## config.mk

```make
export PLATFORM = sky130hd
export DESIGN_NAME = filter_scheduler
export DESIGN_NICKNAME = d
export VERILOG_FILES = /design/src/rtl/filter_sched_pkg.sv /design/src/rtl/sched_lat_timer.sv /design/src/rtl/filter_scheduler.sv
export SDC_FILE = /design/constraint.sdc
export NUM_CORES = 1
export LEC_CHECK = 0
export BUFFER_PORTS_ARGS = -buffer_cell sky130_fd_sc_hd__buf_2
export CAP_MARGIN = 15
export CORE_MARGIN = 10
export CORE_UTILIZATION = 56
export CTS_BUF_LIST = sky130_fd_sc_hd__clkbuf_2
export CTS_CLUSTER_DIAMETER = 120
export DETAILED_ROUTE_END_ITERATION = 10
export PLACE_DENSITY = 0.88
export SLEW_MARGIN = 10
export SYNTH_ARGS = -nofsm -noshare
export SYNTH_HDL_FRONTEND = slang
export SYNTH_SLANG_ARGS = --single-unit
```

## constraint.sdc

```tcl
create_clock -name i_clk -period 3.55 [get_ports i_clk]
set_input_delay 0.71 -clock i_clk [delete_from_list [all_inputs] [get_ports i_clk]]
set_output_delay 0.71 -clock i_clk [all_outputs]
set_load 0.01 [all_outputs]
```

## src/rtl/filter_sched_pkg.sv

```systemverilog
// Shared types and default parameters for the stereo filter scheduler.
// Holds the controller state encoding and a counter-width helper.
package filter_sched_pkg;

  localparam int unsigned DEF_NTAPS    = 102;
  localparam int unsigned DEF_FILT_LAT = 110;
  localparam int unsigned DEF_DW       = 16;
  localparam int unsigned DEF_RW       = 39;

  typedef enum logic [2:0] {
    ST_IDLE     = 3'd0,
    ST_LOAD     = 3'd1,
    ST_WAIT_REL = 3'd2,
    ST_READY    = 3'd3,
    ST_RUN_L    = 3'd4,
    ST_RUN_R    = 3'd5
  } sched_state_t;

  // Bits needed to hold values 0..n-1, never less than one.
  function automatic int cnt_width(input int n);
    return (n > 1) ? $clog2(n) : 1;
  endfunction

endpackage

```

## src/rtl/sched_lat_timer.sv

```systemverilog
// Loadable saturating down-counter that flags when it has reached zero.
// Times the filter latency for each channel pass.
module sched_lat_timer #(
  parameter int unsigned TW = 7
) (
  input  logic          i_clk,
  input  logic          i_reset,
  input  logic          i_load,
  input  logic [TW-1:0] i_load_val,
  input  logic          i_dec,
  output logic          o_zero_c
);

  logic [TW-1:0] count;

  always_ff @(posedge i_clk or negedge i_reset) begin
    if (!i_reset) begin
      count <= '0;
    end else if (i_load) begin
      count <= i_load_val;
    end else if (i_dec && (count != '0)) begin
      count <= count - TW'(1);
    end
  end

  assign o_zero_c = (count == '0);

endmodule

```

## src/rtl/filter_scheduler.sv

```systemverilog
// Loads NTAPS tap values into a shared filter, then time-multiplexes it over
// the left and right channel of every accepted stereo sample pair.
module filter_scheduler
  import filter_sched_pkg::*;
#(
  parameter int unsigned NTAPS    = DEF_NTAPS,
  parameter int unsigned FILT_LAT = DEF_FILT_LAT,
  parameter int unsigned DW       = DEF_DW,
  parameter int unsigned RW       = DEF_RW
) (
  input  logic          i_clk,
  input  logic          i_reset,
  input  logic          i_start,
  input  logic          i_smp_valid,
  input  logic [DW-1:0] i_left,
  input  logic [DW-1:0] i_right,
  input  logic [RW-1:0] i_result,
  output logic          o_tap_wr,
  output logic [DW-1:0] o_tap,
  output logic          o_ce,
  output logic [DW-1:0] o_sample,
  output logic [RW-1:0] o_left_res,
  output logic [RW-1:0] o_right_res,
  output logic          o_res_valid,
  output logic          o_ready,
  output logic          o_overrun
);

  localparam int unsigned IW = cnt_width(NTAPS);
  localparam int unsigned TW = cnt_width(FILT_LAT);
  localparam logic [IW-1:0] IDX_LAST = IW'(NTAPS - 1);
  localparam logic [TW-1:0] LAT_LOAD = TW'(FILT_LAT - 1);

  if ((NTAPS == 0) || (longint'(NTAPS) > (longint'(1) << DW))) begin : g_bad_ntaps
    $error("filter_scheduler: NTAPS must lie in 1..2**DW");
  end
  if (FILT_LAT == 0) begin : g_bad_lat
    $error("filter_scheduler: FILT_LAT must be at least 1");
  end

  sched_state_t  state;
  logic [IW-1:0] idx;
  logic [DW-1:0] right_hold;

  logic tmr_run_c;
  logic tmr_load_c;
  logic tmr_dec_c;
  logic tmr_zero_c;

  // The o_ce cycle reloads the timer, so a stale zero from the previous pass
  // can never trigger an early capture.
  assign tmr_run_c  = (state == ST_RUN_L) || (state == ST_RUN_R);
  assign tmr_load_c = tmr_run_c && o_ce;
  assign tmr_dec_c  = tmr_run_c && !o_ce;

  sched_lat_timer #(
    .TW (TW)
  ) u_lat_timer (
    .i_clk      (i_clk),
    .i_reset    (i_reset),
    .i_load     (tmr_load_c),
    .i_load_val (LAT_LOAD),
    .i_dec      (tmr_dec_c),
    .o_zero_c   (tmr_zero_c)
  );

  always_ff @(posedge i_clk or negedge i_reset) begin
    if (!i_reset) begin
      state       <= ST_IDLE;
      idx         <= '0;
      right_hold  <= '0;
      o_tap_wr    <= 1'b0;
      o_tap       <= '0;
      o_ce        <= 1'b0;
      o_sample    <= '0;
      o_left_res  <= '0;
      o_right_res <= '0;
      o_res_valid <= 1'b0;
      o_ready     <= 1'b0;
      o_overrun   <= 1'b0;
    end else begin
      o_ce        <= 1'b0;
      o_res_valid <= 1'b0;

      unique case (state)
        ST_IDLE: begin
          if (!i_start) begin
            state    <= ST_LOAD;
            idx      <= '0;
            o_tap_wr <= 1'b1;
            o_tap    <= '0;
          end
        end

        // One tap write per cycle; the tap value is its own index.
        ST_LOAD: begin
          if (idx == IDX_LAST) begin
            state    <= ST_WAIT_REL;
            o_tap_wr <= 1'b0;
          end else begin
            idx   <= idx + IW'(1);
            o_tap <= DW'(idx + IW'(1));
          end
        end

        ST_WAIT_REL: begin
          if (i_start) begin
            state   <= ST_READY;
            o_ready <= 1'b1;
          end
        end

        // A sample pair takes priority over a reload request.
        ST_READY: begin
          if (i_smp_valid) begin
            state      <= ST_RUN_L;
            right_hold <= i_right;
            o_sample   <= i_left;
            o_ce       <= 1'b1;
            o_ready    <= 1'b0;
          end else if (!i_start) begin
            state    <= ST_LOAD;
            idx      <= '0;
            o_tap_wr <= 1'b1;
            o_tap    <= '0;
            o_ready  <= 1'b0;
          end
        end

        ST_RUN_L: begin
          if (i_smp_valid) begin
            o_overrun <= 1'b1;
          end
          if (!o_ce && tmr_zero_c) begin
            state      <= ST_RUN_R;
            o_left_res <= i_result;
            o_sample   <= right_hold;
            o_ce       <= 1'b1;
          end
        end

        ST_RUN_R: begin
          if (i_smp_valid) begin
            o_overrun <= 1'b1;
          end
          if (!o_ce && tmr_zero_c) begin
            state       <= ST_READY;
            o_right_res <= i_result;
            o_res_valid <= 1'b1;
            o_ready     <= 1'b1;
          end
        end

        default: begin
          state    <= ST_IDLE;
          o_tap_wr <= 1'b0;
          o_ready  <= 1'b0;
        end
      endcase
    end
  end

endmodule

```

Word level (Yosys, flattened, before mapping) --
Cells that the tools add are included.
Cells by class: add/sub/neg operators 3, equality and inequality tests 14, mux-type cells 33, bitwise logic cells 2, reductions and logical operators 24
Operators with widths (number):
- $mux 16 | 5
- $pmux 16 s3 | 1
- $mux 7 | 5
- $pmux 16 s2 | 1
- $pmux 7 s3 | 1
- $mux 3 | 6
- $pmux 3 s6 | 1
- $mux 1 | 10
- $ne 2x2->1 const B | 5
- $reduce_and 3->1 | 3
- $add 7x1->8 const B | 1
- $pmux 1 s4 | 2
- $reduce_and 2->1 | 4
- $reduce_and 4->1 | 2
- $add 7x1->7 const B | 1
- $eq 7x7->1 const B | 1
- $logic_not 7->1 | 1
- $reduce_bool 7->1 | 1
- $sub 7x1->7 const B | 1
- $eq 3x2->1 const B | 2
- $eq 3x3->1 const B | 2
- $reduce_or 3->1 | 2
- $logic_and 1x1->1 | 4
- $ne 2x1->1 const B | 2
- 10 further kinds | 12
Storage, ports and cells: register bits 148, input bits 75, output and inout port bits 115, word-level logic and storage cells 89

Logic depth before layout (Yosys ltp) --
depth in word-level cells 6, gate-level depth with buffers 9, mapped depth without buffers 6

Hierarchy --
From an unflattened synthesis, not the netlist that was laid out.
Unflattened totals: cell total of the unflattened synthesis 424, area total of the unflattened synthesis 5686.7 µm²
Modules (own cells, without submodules):
- filter_scheduler | times used 1, cells each 372, area each 5225.0 µm², sequential area each 3153.0 µm²
- sched_lat_timer | times used 1, cells each 52, area each 461.7 µm², sequential area each 175.2 µm²

Worst setup path after synthesis --
No wires, ideal clock.
kind register to register, start register u_lat_timer.count[0], end register o_left_res[28], library setup time 0.125 ns, arrival 1.953 ns, required time 3.425 ns, slack 1.472 ns, stages on the path, launching flop included 10, path buffers 3, clock period less this slack 2.078 ns, cell sequence dfrtp_1 > inv_1 > ha_1 > or3b_1 > clkbuf_1 > nor2_8 > nand2_4 > buf_6 > buf_6 > mux2_4
Between the ends: word-level cells in the longest chain between the ends 3
Ends and longest elaborated chain:
- from (decl) | RTL line sched_lat_timer.sv:14 | logic [TW-1:0] count;
- from (signal assigned) | RTL line sched_lat_timer.sv:20 | count <= i_load_val;
- from (signal assigned) | RTL line sched_lat_timer.sv:22 | count <= count - TW'(1);
- $logic_not 7->1 | RTL line sched_lat_timer.sv:26 | assign o_zero_c = (count == '0);
- $logic_and 1x1->1 | RTL line filter_scheduler.sv:134 | if (!o_ce && tmr_zero_c) begin
- $reduce_and 2->1 (no line)
- to (signal assigned) | RTL line filter_scheduler.sv:136 | o_left_res <= i_result;
- to (decl) | RTL line filter_scheduler.sv:22 | output logic [RW-1:0] o_left_res,
No other way between the ends. A chain may end at the register's enable or synchronous reset.

Worst setup path in the final report --
start register u_lat_timer.count[0], end register o_right_res[19]
Between the ends: word-level cells in the longest chain between the ends 3
Ends and longest elaborated chain:
- $logic_not 7->1 | RTL line sched_lat_timer.sv:26
- $logic_and 1x1->1 | RTL line filter_scheduler.sv:146 | if (!o_ce && tmr_zero_c) begin
- $reduce_and 2->1 (no line)
- to (signal assigned) | RTL line filter_scheduler.sv:148 | o_right_res <= i_result;
- to (decl) | RTL line filter_scheduler.sv:23 | output logic [RW-1:0] o_right_res,
No other way between the ends.

==> results_dict.tcl <==
set metrics [dict create \
    placed_cell_area_sq_um 6560 \
    via_per_inst 5.26 \
    cp-start-kind "flop" \
    synthXorXnorAreaFrac 0.00469 \
    grt-ovfl-total 0 \
    synth_edf_count 0 \
    synth-seq-area-share 0.594 \
    die_h_microns 120 \
    grt_max_degree 69 \
    post-route-period-util 0.720 \
    synth_warnings 0 \
    tightestPinTransition_ps 971 \
    crit_required_ps 4120 \
    hold_viol 0 \
    numCtsBuffers 17 \
    setup_slack_ps 994 \
    syn_area_per_cell_sq_um 13.8 \
    maxCapViolCount 0 \
    grt_util_all_layers 0.183 \
    areaGrowthSynthToFinish_pct 21.9 \
    synth_flop_cell "dfrtp_1" \
    dp.cells 702 \
    first_pass_iters 4 \
    gp_congestion 0.816 \
    post_cts_buffers 0 \
    post-route-cell-area_sq_um 6840 \
    rows 36 \
    routed_wl_mm 13.3 \
    antenna_found_initial 1 \
    critical_path_class "flop to flop" \
    hold_path.class "input port to asynchronous set/reset pin" \
    die_w_microns 120 \
    drtIter0Drc 194 \
    status "finished clean" \
    synth_top_family_by_area "multiplexers" \
    regToRegSetupSlack_ps 990 \
    tns_ps 0 \
    cts_root_buf "clkbuf_2" \
    crit_path_max_fanout 41 \
    clock_skew_ps 29.2 \
    grt_pass1_wl_mm 21.2 \
    peakVddDrop_mv 0.503 \
    arrival_ps 3120 \
    wl_per_cell_microns 18.1 \
    cts-resized-gates 0 \
    clock_path_buffers 2 \
    cts_tree "done" \
    nets 666 \
    synth_mux_area_frac 0.224 \
    period_needed_ps 2560 \
    setup_viol_count_final 0 \
    via_count 3869 \
    slew_violations 0 \
    synth.distinct_cells 49 \
    end_kind "flop" \
    relSlewSlack 0.352 \
    yosys.area_share.simple 0.0676 \
    cellLeakagePower_nw 3.48 \
    synthAdderAreaFrac 0.00669 \
    p_per_area_nw_per_um2 881 \
    hpwl_mm 10.0 \
    ctsHoldBuffers 0 \
    synth-async-reset-ratio 1.00 \
    initial_utilization 0.574 \
    netlist_instances 406 \
    core_area_sq_um 9770 \
    path_clk_slew_ps 180 \
    cts_sinks 133 \
    port_buffers 181 \
    worstSkewPairLatency_ps 690 \
    final_util 0.699 \
    dp_slack_ps 1010 \
    die-area_sq_um 14400 \
    drc 0 \
    htreeDepth 4 \
    synth-compound-area-share 0.0614 \
    synth-seq-cells 133 \
    io_pins 190 \
    synth_area_sq_um 5610 \
    grt_pass1_vias 4181 \
    postRouteAntennaNets 0 \
    grt_setup_unrepaired "no" \
    layoutNonFillerInstCount 735 \
    fmax_mhz 391 \
    drive_above_1_share 0.507 \
]
[flip-flops by register name, summed over array words and instances, names as in the netlist]
register,cells
o_ce,1
o_tap,2
o_ready,1
o_left_res,39
right_hold,16
u_lat_timer.count,7
o_right_res,39
o_res_valid,1
state,3
o_tap_wr,1
o_overrun,1
idx,6
o_sample,16
[final timing paths]
path / startpoint / to / cells past startpoint
min: i_reset / o_left_res[25] / 1
max in group asynchronous: i_reset / o_sample[13] / 2
min in group i_clk: i_result[8] / o_right_res[8] / 2
min reg2reg: o_sample[1] / o_sample[1] / 2
max reg2reg: u_lat_timer.count[0] / o_right_res[19] / 6
max: u_lat_timer.count[0] / o_right_res[19] / 6
[cell families (layout without fill, tap and decap cells)]
kind of cell,count (synthesis),after routing
flops,133,133
mux,110,110
simple gates,66,66
compound gates,52,52
buf+inv,38,226
fa+ha+maj,3,3
xor+xnor,3,3
other cells,1,9
[cell usage after synthesis, types with 2 or more instances]
cell      count  share of area
nand2b_1      6         0.0067
ha_1          3         0.0067
nor2_1        4         0.0027
a22o_1        2         0.0031
nor3b_1       3         0.0040
or3_1         2         0.0022
dfrtp_1     133           0.59
a21oi_1       4         0.0036
and3_1        3         0.0033
mux2_2       73           0.15
a21o_1        5         0.0067
o31ai_1       4         0.0054
nor3_1        4         0.0036
buf_2         8         0.0071
buf_4         9          0.012
nand2_1      25          0.017
inv_1        10         0.0067
or4_1         2         0.0027
buf_6         6          0.012
o21ai_0      22          0.020
nand3_1       5         0.0045
mux2i_1      16          0.029
xor2_1        2         0.0031
nor2b_1       4         0.0045
mux2_4       10          0.027
a211o_1       3         0.0047
mux2_1       11          0.022
o211ai_1      2         0.0027
clkbuf_1      5         0.0033
[worst max-delay path, cell delays in order (launching register included)]
cell     delay (ps)
dfrtp_1         440
inv_1           110
ha_1            210
or3b_1          510
nor2_8          200
nand3_4         460
mux2_1          510
[cell type report]
type | instances | area [sq um]
sequential | 133 | 3330
fill | 723 | 2940
multi-input combinational | 242 | 2080
timing repair buffer | 184 | 943
clock inverter | 15 | 188
tap | 133 | 166
clock buffer | 17 | 85.1
inverter | 10 | 37.5
antenna | 1 | 2.50
[where the power goes]
part           internal (mW)  total, mW  switching, mW  leakage (nW)
Sequential              2.19       2.64          0.442          1.61
Clock                  0.453       1.00          0.547         0.153
Combinational           1.17       2.38           1.21          1.72
Total                   3.82       6.02           2.20          3.48
[metal layers]
layer  part of all wire  track usage  vias up
met1               0.37        0.198     1917
met4              0.020       0.0716        0
met5                  0            0        -
met3              0.076       0.0703       24
li1                   -            -     1796
met2               0.53        0.318      132
[per-stage QoR]
| step | hold slack (ps) | power, mW |
|---|---|---|
| 2_1_floorplan | 414 | 4.09 |
| 3_3_place_gp | 457 | 4.93 |
| 3_5_place_dp | 470 | 5.09 |
| 4_1_cts | 81.8 | 6.09 |
| 5_1_grt | 88.9 | 6.42 |
| 6_report | 92.9 | 6.02 |
[placed cells by master, fill, tap and decap left out, drive strengths merged, types with 2 or more instances in the layout]
cell / n
o211ai: 2
buf: 184
or4: 3
a211o: 3
dfrtp: 133
bufinv: 4
nor2b: 4
nand3: 6
nand2: 26
xor2: 2
inv: 10
and3: 3
clkbuf: 17
mux2i: 16
clkinvlp: 4
a21oi: 4
or3: 2
ha: 3
nand2b: 6
mux2: 94
a22o: 2
nor3: 4
o21ai: 23
clkinv: 7
o31ai: 4
nor2: 5
nor3b: 3
a21o: 5
conb: 8
Note: power is estimated with default switching activity, not from simulation.
